===== src/rtl/divider_if.sv =====
// Load/response bus between the execute stage and the iterative divider.
interface divider_if #(
  parameter int WIDTH = 32
);
  logic             divider_load;
  logic [WIDTH-1:0] dividend;
  logic [WIDTH-1:0] divisor;
  logic             is_signed;
  logic [WIDTH-1:0] quotient;
  logic [WIDTH-1:0] remainder;
  logic             divider_resp;

  modport master (
    output divider_load,
    output dividend,
    output divisor,
    output is_signed,
    input  quotient,
    input  remainder,
    input  divider_resp
  );

  modport slave (
    input  divider_load,
    input  dividend,
    input  divisor,
    input  is_signed,
    output quotient,
    output remainder,
    output divider_resp
  );
endinterface


===== src/rtl/divider.sv =====
// Iterative radix-2 restoring divider with RV32M DIV/DIVU/REM/REMU semantics.
// One quotient bit per cycle; a final divide cycle applies the sign fix-up,
// so a normal operation responds 33 cycles after the load edge, while
// divide-by-zero and signed overflow respond right after the load edge.
module divider #(
  parameter int WIDTH = 32
) (
  input logic       clk,
  input logic       rst,
  divider_if.slave  bus
);
  localparam int CNT_W = $clog2(WIDTH) + 1;

  typedef enum logic [1:0] {
    IDLE,
    DIVIDE,
    DONE
  } state_t;

  state_t           state_q, state_d;
  logic [CNT_W-1:0] count_q, count_d;
  logic [WIDTH:0]   rem_part_q, rem_part_d;
  logic [WIDTH-1:0] dvd_shift_q, dvd_shift_d;
  logic [WIDTH-1:0] div_mag_q, div_mag_d;
  logic             q_neg_q, q_neg_d;
  logic             r_neg_q, r_neg_d;
  logic [WIDTH-1:0] quotient_q, quotient_d;
  logic [WIDTH-1:0] remainder_q, remainder_d;

  logic [WIDTH:0]   trial;
  logic [WIDTH:0]   diff;
  logic             trial_ge;
  logic             unused_rem_msb;

  // The partial remainder is always below the divisor, so its top bit is zero
  // and the shifted trial value fits in WIDTH+1 bits.
  assign trial          = {rem_part_q[WIDTH-1:0], dvd_shift_q[WIDTH-1]};
  assign diff           = trial - {1'b0, div_mag_q};
  assign trial_ge       = trial >= {1'b0, div_mag_q};
  assign unused_rem_msb = rem_part_q[WIDTH];

  assign bus.quotient     = quotient_q;
  assign bus.remainder    = remainder_q;
  assign bus.divider_resp = (state_q == DONE);

  // State and datapath registers with synchronous reset.
  always_ff @(posedge clk) begin
    if (rst) begin
      state_q     <= IDLE;
      count_q     <= '0;
      rem_part_q  <= '0;
      dvd_shift_q <= '0;
      div_mag_q   <= '0;
      q_neg_q     <= 1'b0;
      r_neg_q     <= 1'b0;
      quotient_q  <= '0;
      remainder_q <= '0;
    end else begin
      state_q     <= state_d;
      count_q     <= count_d;
      rem_part_q  <= rem_part_d;
      dvd_shift_q <= dvd_shift_d;
      div_mag_q   <= div_mag_d;
      q_neg_q     <= q_neg_d;
      r_neg_q     <= r_neg_d;
      quotient_q  <= quotient_d;
      remainder_q <= remainder_d;
    end
  end

  // Next-state: operand capture, shift/subtract iterations and sign fix-up.
  always_comb begin
    state_d     = state_q;
    count_d     = count_q;
    rem_part_d  = rem_part_q;
    dvd_shift_d = dvd_shift_q;
    div_mag_d   = div_mag_q;
    q_neg_d     = q_neg_q;
    r_neg_d     = r_neg_q;
    quotient_d  = quotient_q;
    remainder_d = remainder_q;

    case (state_q)
      IDLE: begin
        if (bus.divider_load) begin
          if (bus.divisor == '0) begin
            quotient_d  = '1;
            remainder_d = bus.dividend;
            state_d     = DONE;
          end else if (bus.is_signed && bus.dividend == {1'b1, {(WIDTH-1){1'b0}}}
                       && bus.divisor == '1) begin
            quotient_d  = {1'b1, {(WIDTH-1){1'b0}}};
            remainder_d = '0;
            state_d     = DONE;
          end else begin
            dvd_shift_d = (bus.is_signed && bus.dividend[WIDTH-1]) ? -bus.dividend : bus.dividend;
            div_mag_d   = (bus.is_signed && bus.divisor[WIDTH-1])  ? -bus.divisor  : bus.divisor;
            q_neg_d     = bus.is_signed & (bus.dividend[WIDTH-1] ^ bus.divisor[WIDTH-1]);
            r_neg_d     = bus.is_signed & bus.dividend[WIDTH-1];
            rem_part_d  = '0;
            count_d     = '0;
            state_d     = DIVIDE;
          end
        end
      end
      DIVIDE: begin
        if (count_q == CNT_W'(WIDTH)) begin
          quotient_d  = q_neg_q ? -dvd_shift_q : dvd_shift_q;
          remainder_d = r_neg_q ? -rem_part_q[WIDTH-1:0] : rem_part_q[WIDTH-1:0];
          state_d     = DONE;
        end else begin
          rem_part_d  = trial_ge ? diff : trial;
          dvd_shift_d = {dvd_shift_q[WIDTH-2:0], trial_ge};
          count_d     = count_q + 1'b1;
        end
      end
      DONE: begin
        state_d = IDLE;
      end
      default: begin
        state_d = IDLE;
      end
    endcase
  end
endmodule


===== src/flat_wrapper.sv =====
// flat-port wrapper written by rule: the top's interface ports become plain ports
module divider_flat 
#(
  parameter int WIDTH = 32
)
  (clk, rst, bus_divider_load, bus_dividend, bus_divisor, bus_is_signed, bus_quotient, bus_remainder, bus_divider_resp);
  divider_if #(.WIDTH(WIDTH)) bus_i ();
  input logic clk;
  input logic rst;
  input wire logic [$bits(bus_i.divider_load)-1:0] bus_divider_load;
  input wire logic [$bits(bus_i.dividend)-1:0] bus_dividend;
  input wire logic [$bits(bus_i.divisor)-1:0] bus_divisor;
  input wire logic [$bits(bus_i.is_signed)-1:0] bus_is_signed;
  output wire logic [$bits(bus_i.quotient)-1:0] bus_quotient;
  output wire logic [$bits(bus_i.remainder)-1:0] bus_remainder;
  output wire logic [$bits(bus_i.divider_resp)-1:0] bus_divider_resp;
  assign bus_i.divider_load = bus_divider_load;
  assign bus_i.dividend = bus_dividend;
  assign bus_i.divisor = bus_divisor;
  assign bus_i.is_signed = bus_is_signed;
  assign bus_quotient = bus_i.quotient;
  assign bus_remainder = bus_i.remainder;
  assign bus_divider_resp = bus_i.divider_resp;
  divider #(.WIDTH(WIDTH)) u_core (.clk(clk), .rst(rst), .bus(bus_i));
endmodule

===== config.mk =====
export PLATFORM = sky130hd
export DESIGN_NAME = divider_flat
export DESIGN_NICKNAME = d
export VERILOG_FILES = /design/src/rtl/divider_if.sv /design/src/rtl/divider.sv /design/src/flat_wrapper.sv
export SDC_FILE = /design/constraint.sdc
export NUM_CORES = 1
export LEC_CHECK = 0
export ABC_AREA = 1
export CAP_MARGIN = 40
export CORE_MARGIN = 2
export CORE_UTILIZATION = 30
export CTS_BUF_LIST = sky130_fd_sc_hd__clkbuf_16
export CTS_CLUSTER_SIZE = 14
export DETAILED_ROUTE_END_ITERATION = 10
export PLACE_DENSITY = 0.59
export SLEW_MARGIN = 20
export SYNTH_ARGS = -nofsm -noshare
export SYNTH_HDL_FRONTEND = slang
export SYNTH_SLANG_ARGS = --single-unit
export TNS_END_PERCENT = 1

===== constraint.sdc =====
create_clock -name clk -period 2.8 [get_ports clk]
set_input_delay 0.28 -clock clk [delete_from_list [all_inputs] [get_ports clk]]
set_output_delay 0.28 -clock clk [all_outputs]
set_load 0.02 [all_outputs]

## After elaboration in Yosys (flattened, before gate mapping)

Cells that the tools add are included.

| cells by class | value |
|---|---|
| order comparisons | 1 |
| eq/ne operators | 11 |
| bitwise operators | 5 |
| reductions and logical operators | 11 |
| add/subtract/negate cells | 6 |
| multiplexer cells | 35 |

Operators with widths:

| operator | count |
|---|---|
| two-way mux 32 bit | 21 |
| one-hot mux 32 bit (2 select lines) | 4 |
| negation 32 bit | 4 |
| equality test 32 bit, second input constant | 2 |
| greater-or-equal comparator 33 x 32 -> 1 bit | 1 |
| logical NOT 32 bit | 1 |
| subtractor 32 bit | 1 |
| two-way mux 6 bit | 4 |
| one-hot mux 6 bit (2 select lines) | 1 |
| two-way mux 2 bit | 4 |
| != test 2 bit, second input constant | 4 |
| AND reduction 4 bit | 2 |
| adder 6 x 1 -> 6 bit, second input constant | 1 |
| equality test 6 bit, second input constant | 1 |
| AND reduction 5 bit | 1 |
| logical AND 1 bit | 4 |
| one-hot mux 2 bit (2 select lines) | 1 |
| != test 3 x 1 -> 1 bit, second input constant | 1 |
| bitwise AND 1 bit | 2 |
| equality test 2 x 1 -> 1 bit, second input constant | 1 |
| equality test 2 bit, second input constant | 1 |
| logical NOT 2 bit | 1 |
| != test 2 x 1 -> 1 bit, second input constant | 1 |
| NOT 1 bit | 2 |
| other kinds (3) | 3 |

| word-level totals | value |
|---|---|
| bits of input ports | 68 |
| word-level logic and storage cells | 78 |
| output and inout port bits | 65 |
| bits in registers | 170 |

## Longest topological paths before layout

Gate-level depths: netlist of run 1.

| depth | value |
|---|---|
| depth in word-level cells | 7 |
| depth in mapped cells | 16 |
| gate-level depth less buffers | 16 |

## Worst setup path after synthesis of run 1

OpenSTA, ideal clock, no wires.

| timing | value |
|---|---|
| path kind | reg-to-reg |
| start point | reg u_core.rem_part_q[19] |
| end point | reg u_core.rem_part_q[13] |
| slack | 773 ps |
| setup time | 143 ps |
| path buffers | 1 |
| stages on the path, launching flop included | 15 |
| arrival time | 1,884 ps |
| cell sequence | dfxtp_1 > ha_1 > nand2_1 > inv_1 > nand2_1 > nand2_1 > nand2_1 > nand2_1 > nand2_1 > nand3_1 > nor2_2 > buf_1 > nand3_1 > nand3_1 > a21oi_2 |

| on the way | value |
|---|---|
| cells in the longest elaborated chain, start to end | 4 |

Ends and longest elaborated chain:

| what | RTL line | source |
|---|---|---|
| start, declared | divider.sv:22 | `logic [WIDTH:0] rem_part_q, rem_part_d;` |
| start signal, assigned | divider.sv:61 | `rem_part_q <= rem_part_d;` |
| greater-or-equal comparator 33 x 32 -> 1 bit | divider.sv:39 | `assign trial_ge = trial >= {1'b0, div_mag_q};` |
| two-way mux 32 bit | divider.sv:112 | `rem_part_d = trial_ge ? diff : trial;` |
| two-way mux 32 bit | divider.sv:107 | `if (count_q == CNT_W'(WIDTH)) begin` |
| one-hot mux 32 bit (2 select lines) | divider.sv:83 | `case (state_q)` |

Every way passes these cells. The select of a mux whose other input is x is not followed.
A chain may end at the register's enable or synchronous reset.

## Final worst setup path of run 1

| timing | value |
|---|---|
| start point | reg u_core.rem_part_q[15] |
| end point | reg u_core.rem_part_q[0] |

The elaborated chain is that of the path after synthesis.

==> results of run 1 <==
## stage by stage
stage                     hold slack [ns]  utilization  instances
after floorplan                    0.4324            -       2366
after global placement             0.4605       0.3524       3070
final                              0.3017       0.3650       3103
after CTS                          0.3045       0.3643       3102
after global routing               0.3182       0.3650       3103
after detailed placement           0.4610       0.3524       3070
## how the worst max path moves through the flow
stage | endpoint | cells past startpoint
global route | u_core.rem_part_q[0]$_SDFFE_PP0P_ | 14
finish | u_core.rem_part_q[0]$_SDFFE_PP0P_ | 14
floorplan | u_core.rem_part_q[13]$_SDFFE_PP0P_ | 14
global placement | u_core.bus.quotient[26]$_SDFFE_PP0P_ | 12
CTS | u_core.rem_part_q[0]$_SDFFE_PP0P_ | 14
detailed placement | u_core.bus.quotient[4]$_SDFFE_PP0P_ | 12
## registers in the layout (all words and copies together) (netlist names)
register	cells
u_core.r_neg_q	1
u_core.dvd_shift_q	32
u_core.bus.quotient	32
u_core.rem_part_q	32
u_core.bus.remainder	32
u_core.q_neg_q	1
u_core.count_q	6
u_core.div_mag_q	32
u_core.state_q	2
## power by group through the flow
stage	Combinational [mW]	Sequential (mW)	Clock, mW
finish	5.59	2.93	2.31
global route	6.31	2.97	2.44
global placement	5.48	2.98	0
detailed placement	5.50	2.99	0
CTS	5.53	2.93	2.34
floorplan	3.78	2.97	0
## cell families after synthesis
logic type,after synthesis,share of synthesized area
buffers and inverters,413,0.1241
DFF,170,0.2466
adders and majority gates,40,0.03681
AOI/OAI and AO/OA,368,0.1476
and+or+nand+nor,1322,0.4112
xor gates and xnor gates,53,0.03364
## layer usage
layer	vias up	wire length, µm	share of wire	track usage
met5	-	0	0	0
met4	0	990	0.019	0.06281
met3	60	2617	0.051	0.02895
met2	417	22740	0.44	0.3461
met1	7235	25100	0.49	0.3070
li1	7816	-	-	-
## what timing repair did
item / in CTS / in global routing
gates resized for setup: 0 / 1
endpoints found under the hold margin: 0 / 0
endpoints found under the setup margin: 0 / 25
## final cells by class
class                           count  share of cell area
Tap cell                          600             0.04532
Inverter                          320             0.07290
Clock inverter                     15            0.006950
Multi-Input combinational cell   1783              0.5245
Timing Repair Buffer              198              0.1191
Sequential cell                   170              0.2055
Clock buffer                       17             0.02568
## cell usage after synthesis (all sizes together) (4+ instances only)
master,instances,share of area
nand2,597,0.17
nor2,390,0.11
inv,315,0.086
nand3,234,0.087
o21ai,193,0.070
dfxtp,170,0.25
a21oi,138,0.059
clkbuf,55,0.015
nor3,42,0.016
ha,39,0.035
buf,38,0.022
xor2,34,0.022
nand4,31,0.014
xnor2,19,0.012
nand3b,14,0.0094
o22ai,13,0.0059
o31ai,11,0.0060
a211oi,5,0.0027
a31oi,5,0.0023
and2,5,0.0023
clkinv,5,0.0015
nor4,4,0.0018
or2,4,0.0018
## cell usage in the layout (no fill, tap or decap), types with 3 or more instances in the layout
| master | n |
|---|---|
| nand2_1 | 561 |
| nor2_1 | 376 |
| inv_1 | 306 |
| nand3_1 | 228 |
| dfxtp_1 | 170 |
| o21ai_0 | 164 |
| clkdlybuf4s50_1 | 131 |
| a21oi_1 | 105 |
| buf_4 | 53 |
| nor3_1 | 41 |
| ha_1 | 39 |
| nand2_2 | 35 |
| xor2_1 | 34 |
| a21oi_2 | 33 |
| nand4_1 | 31 |
| o21ai_1 | 29 |
| xnor2_1 | 19 |
| clkbuf_16 | 17 |
| o22ai_1 | 13 |
| nand3b_1 | 12 |
| nor2_2 | 11 |
| o31ai_1 | 11 |
| buf_12 | 11 |
| inv_2 | 10 |
| inv_6 | 7 |
| nand3_2 | 6 |
| clkinv_1 | 5 |
| a31oi_1 | 5 |
| a211oi_1 | 5 |
| and2_1 | 5 |
| nor4_1 | 4 |
| or2_2 | 4 |
| clkinv_4 | 4 |
| nor2_4 | 3 |
## worst max-delay path, cell delays in order, from the launching register on
cell and delay (ns):
dfxtp_1 0.48, ha_1 0.36, nand2_1 0.27, inv_1 0.07, nand2_1 0.07, nand2_1 0.09
inv_1 0.08, nand2_1 0.12, inv_1 0.10, nand2_1 0.13, nand2_2 0.12, buf_6 0.25
nand3_1 0.11, nand3_1 0.15, a21oi_2 0.07
==> results.py, run 1 <==
metrics = {
    "pwr": {
        "p_sw_mw": 5.120,
        "totalPowerFinal_mw": 10.83,
        "power.internal_mw": 5.712,
        "switching_share": 0.4727,
        "p_leak_nw": 7.686,
        "worst_ir_drop_vdd_mv": 0.5230,
        "power.share.clock": 0.213,
        "power_density_nw_per_um2": 654.0,
        "pwr-share-seq": 0.271,
        "p_comb_frac": 0.516,
    },
    "setup_path": {
        "crit_path_end_kind": "register",
        "r2r_slack_ns": 0.17,
        "path_max_fanout": 32,
        "startpoint": "u_core.rem_part_q[15]$_SDFFE_PP0P_",
        "r2r-start": "u_core.rem_part_q[15]$_SDFFE_PP0P_",
        "crit_type": "register to register",
        "cp.required_ns": 3.14,
        "cp_data_arrival_time_ns": 2.97,
        "start_kind": "register",
        "r2r-end": "u_core.rem_part_q[0]$_SDFFE_PP0P_",
        "worst-r2r-cell-count": 14,
    },
    "timing": {
        "worst_pin_slew_ns": 0.6633,
        "skew_ns": 0.01638,
        "maxSlewViolCount": 0,
        "clock.fmax_mhz": 380.6,
        "finalHoldViolCount": 0,
        "period_share": 0.9383,
        "setup_ws_ns": 0.1728,
        "final.min_clock_period_ns": 2.627,
        "rsz0062_at_grt": "no",
        "max_slew_margin": 0.5531,
        "tns_ns": 0,
        "setup_viol": 0,
    },
    "clock_network": {
        "post_cts_buffers": 0,
        "cts_max_level": 4,
        "cts_tree": "done",
        "clockBufferDepth": 2,
        "cts_root_buf": "clkbuf_16",
        "clk_latency_ns": 0.47,
        "cts_inserted_buffers": 17,
        "cts_hold_buf": 0,
        "clkSlewWorstSetupHoldPaths_ns": 0.07,
        "cts.sinks": 170,
    },
    "placed_design": {
        "numPortBuffers": 132,
        "routabilityCongestion": 0.9529,
        "pre_cts_slack_ns": -0.03412,
        "hpwl_mm": 40.36,
        "dpl_cell_area_um2": 15990,
    },
    "global_route": {
        "grt_max_degree": 98,
        "grt_usage": 0.2182,
        "overflow": 0,
        "grt_pass1_vias": 14936,
        "grt_pass1_wl_mm": 81.96,
        "antenna_found_initial": 0,
    },
    "finish": {
        "drive_gt1_frac": 0.08150,
        "regArea_um2": 3403,
        "diodes": 0,
        "fin_nets": 2598,
        "syn2layout_area_growth_pct": 20.03,
        "multi_input_area_um2": 8688,
        "num-fill-cells": 5023,
        "fin_area_um2": 16560,
    },
    "job": {
        "drv_cap": 0,
    },
    "min_path": {
        "whs_endpoint": "u_core.bus.remainder[24]$_SDFFE_PP0P_",
        "hold_path_class": "input port to register",
        "hold_depth": 4,
        "worstHoldStart": "rst",
    },
    "route": {
        "drtPass1Iterations": 5,
        "drt_iter0_drc": 1282,
        "remaining_drc_errors": 0,
        "vias": 15528,
        "ant_nets": 0,
        "vias_per_cell": 5.004,
        "wirelength_mm": 51.45,
        "wl_per_cell_um": 16.58,
    },
    "die": {
        "start_util": 0.3041,
        "die_y_um": 218.5,
        "dieArea_um2": 47730,
        "ios": 133,
        "core_area_um2": 45380,
        "die-width_um": 218.5,
        "rows": 78,
    },
    "synth": {
        "ys.flop_type": "dfxtp_1",
        "syn_area_um2": 13800,
        "ys_types": 45,
        "synth_edf_count": 0,
        "avgSynthCellArea_um2": 5.832,
        "yosysWarnings": 0,
        "seq_area_frac_synth": 0.2466,
        "syn-num-nets": 2474,
        "ys_ff_latch": 170,
        "synth_cells": 2366,
        "async_reset_ff_frac": 0,
    },
    "run_status": {
        "status": "complete, no violations",
    },
}
(Power assumes the default switching activity.)
==> run 2, diff against run 1 <==
--- a/config.mk
+++ b/config.mk
@@ -12,6 +12,7 @@
 export CTS_BUF_LIST = sky130_fd_sc_hd__clkbuf_16
 export CTS_CLUSTER_SIZE = 14
 export DETAILED_ROUTE_END_ITERATION = 10
+export GPL_TIMING_DRIVEN = 0
 export PLACE_DENSITY = 0.59
 export SLEW_MARGIN = 20
 export SYNTH_ARGS = -nofsm -noshare
==> results.py, run 2 (same netlist as run 1, synthesis figures left out) <==
metrics = {
    "pwr": {
        "power_density_nw_per_um2": 668.1,
        "totalPowerFinal_mw": 11.01,
        "worst_ir_drop_vdd_mv": 0.4122,
        "p_leak_nw": 7.573,
    },
    "clock_network": {
        "cts.sinks": 170,
        "clkSlewWorstSetupHoldPaths_ns": 0.07,
        "cts_max_level": 4,
        "cts_inserted_buffers": 17,
        "cts_root_buf": "clkbuf_16",
        "clockBufferDepth": 2,
        "post_cts_buffers": 0,
        "cts_hold_buf": 0,
        "cts_tree": "done",
        "clk_latency_ns": 0.47,
    },
    "setup_path": {
        "critPathBufInv": 4,
        "start_kind": "input port",
        "cpPeakStageDelay_ns": 0.46,
        "crit_chain": "clkdlybuf4s50_1, inv_1, ha_1, nand3_2, nor2_4, nand3_2, nor2_2, nand3_2, nand3_1, nand2_2, inv_2, buf_6, o21ai_0, nor2_1, nor2_1",
        "cp_data_arrival_time_ns": 3.09,
        "r2r_slack_ns": 0.11,
        "path_max_fanout": 10,
        "crit_top_cell": "nand3_2",
        "crit_path_end_kind": "register",
        "cp.required_ns": 3.16,
        "crit_family": "simple AND/OR/NAND/NOR gates",
        "crit_path_top_delay_cell": "clkdlybuf4s50_1",
        "crit_type": "input port to register",
    },
    "timing": {
        "setup_ws_ns": 0.06841,
        "maxSlewViolCount": 0,
        "setup_viol": 0,
        "clock.fmax_mhz": 366.1,
        "period_share": 0.9756,
        "final.min_clock_period_ns": 2.732,
        "skew_ns": 0.01187,
        "worst_pin_slew_ns": 0.9237,
        "finalHoldViolCount": 0,
        "max_slew_margin": 0.3842,
    },
    "route": {
        "wl_per_cell_um": 19.30,
        "vias_per_cell": 5.188,
        "drt_iter0_drc": 1517,
        "drtPass1Iterations": 8,
        "wirelength_mm": 60.46,
        "ant_nets": 0,
        "remaining_drc_errors": 0,
        "vias": 16255,
    },
    "placed_design": {
        "dp_cells": 3098,
        "pre_cts_slack_ns": -0.4004,
        "numPortBuffers": 131,
        "hpwl_mm": 48.84,
        "routabilityCongestion": 0.9736,
    },
    "finish": {
        "regArea_um2": 3403,
        "syn2layout_area_growth_pct": 19.41,
        "instances_no_fill": 3133,
        "fin_nets": 2628,
        "num-fill-cells": 5104,
        "diodes": 0,
        "final_common_cell": "nand2_1",
        "multi_input_area_um2": 8697,
        "final_cell_mix": "nand2_1 (562), nor2_1 (376), inv_1 (308), nand3_1 (228), dfxtp_1 (170)",
        "drive_gt1_frac": 0.07027,
    },
    "job": {
        "drv_cap": 0,
    },
    "die": {
        "rows": 78,
        "dieArea_um2": 47730,
        "start_util": 0.3041,
        "core_area_um2": 45380,
        "die_y_um": 218.5,
        "die-width_um": 218.5,
        "ios": 133,
    },
    "min_path": {
        "hold_path_class": "input port to register",
    },
    "global_route": {
        "overflow": 0,
        "antenna_found_initial": 1,
        "grt_max_degree": 17,
        "grt_usage": 0.2530,
        "grt_pass1_vias": 15148,
        "grt_pass1_wl_mm": 91.35,
    },
    "run_status": {
        "status": "complete, no violations",
    },
}
run 2: changes by cell type in the layout (fill, tap and decap cells not counted), moves of 3 or more:
cell | before | now
clkbuf_2 | 0 | 6
clkbuf_1 | 0 | 51
buf_1 | 0 | 4
buf_2 | 1 | 13
buf_12 | 11 | 0
buf_8 | 0 | 3
buf_4 | 53 | 4
buf_6 | 1 | 16
run 2: power by group:
group	total (mW)	switching, mW	internal (mW)	leakage [nW]
combinational	5.72	3.88	1.84	5.91
clock	2.34	1.11	1.22	0.273
sequential	2.95	0.285	2.67	1.39
run 2: per-layer routing:
| metal | global-route usage | vias to the layer above | part of all wire |
|---|---|---|---|
| met5 | 0 | - | 0 |
| met4 | 0.07370 | 0 | 0.025 |
| met3 | 0.03939 | 89 | 0.081 |
| met2 | 0.3767 | 700 | 0.42 |
| met1 | 0.3717 | 7576 | 0.47 |
| li1 | - | 7890 | - |
run 2: worst min-delay path, delay by kind of cell:
kind | cells | cell delay, ns
AO/OA/AOI/OAI | 1 | 0.18
buffers and inverters | 2 | 0.25
AND/OR/NAND/NOR | 1 | 0.06
run 2: what timing repair did:
action                     in CTS  in global routing
resized for setup               1                 11
hold endpoints to repair        0                  0
gates cloned                    0                  0
setup endpoints to repair       2                 55
pin swaps                       0                  1
run 2: path summary, 6_finish.rpt:
| check | from | to | cells past startpoint |
|---|---|---|---|
| max | bus_dividend[0] | u_core.bus.remainder[26]$_SDFFE_PP0P_ | 15 |
| max reg2reg | u_core.state_q[0]$_SDFFE_PP0P_ | u_core.dvd_shift_q[7]$_SDFFE_PP0P_ | 7 |
| min | rst | u_core.bus.remainder[28]$_SDFFE_PP0P_ | 4 |
| min reg2reg | u_core.dvd_shift_q[1]$_SDFFE_PP0P_ | u_core.dvd_shift_q[1]$_SDFFE_PP0P_ | 2 |
run 2: final cells by class:
cell class,instances,area share
multi-input cells,1783,0.5278
flip-flops and latches,170,0.2065
repair buffers,135,0.08231
inverters,320,0.07327
well taps,600,0.04556
plain buffers,93,0.03106
clock buffers,17,0.02582
clock inverters,15,0.007669
run 2: metrics by stage:
step                area [µm²]   TNS [ns]  hold WS, ns  utilization
finish                   16480          0       0.3330       0.3631
global route             16480  -0.001271       0.3880       0.3631
CTS                      16430          0       0.3128       0.3620
detailed placement       15870     -31.67       0.4535       0.3498
global placement         15860     -24.98       0.4543       0.3495
floorplan                13800          0       0.4324            -
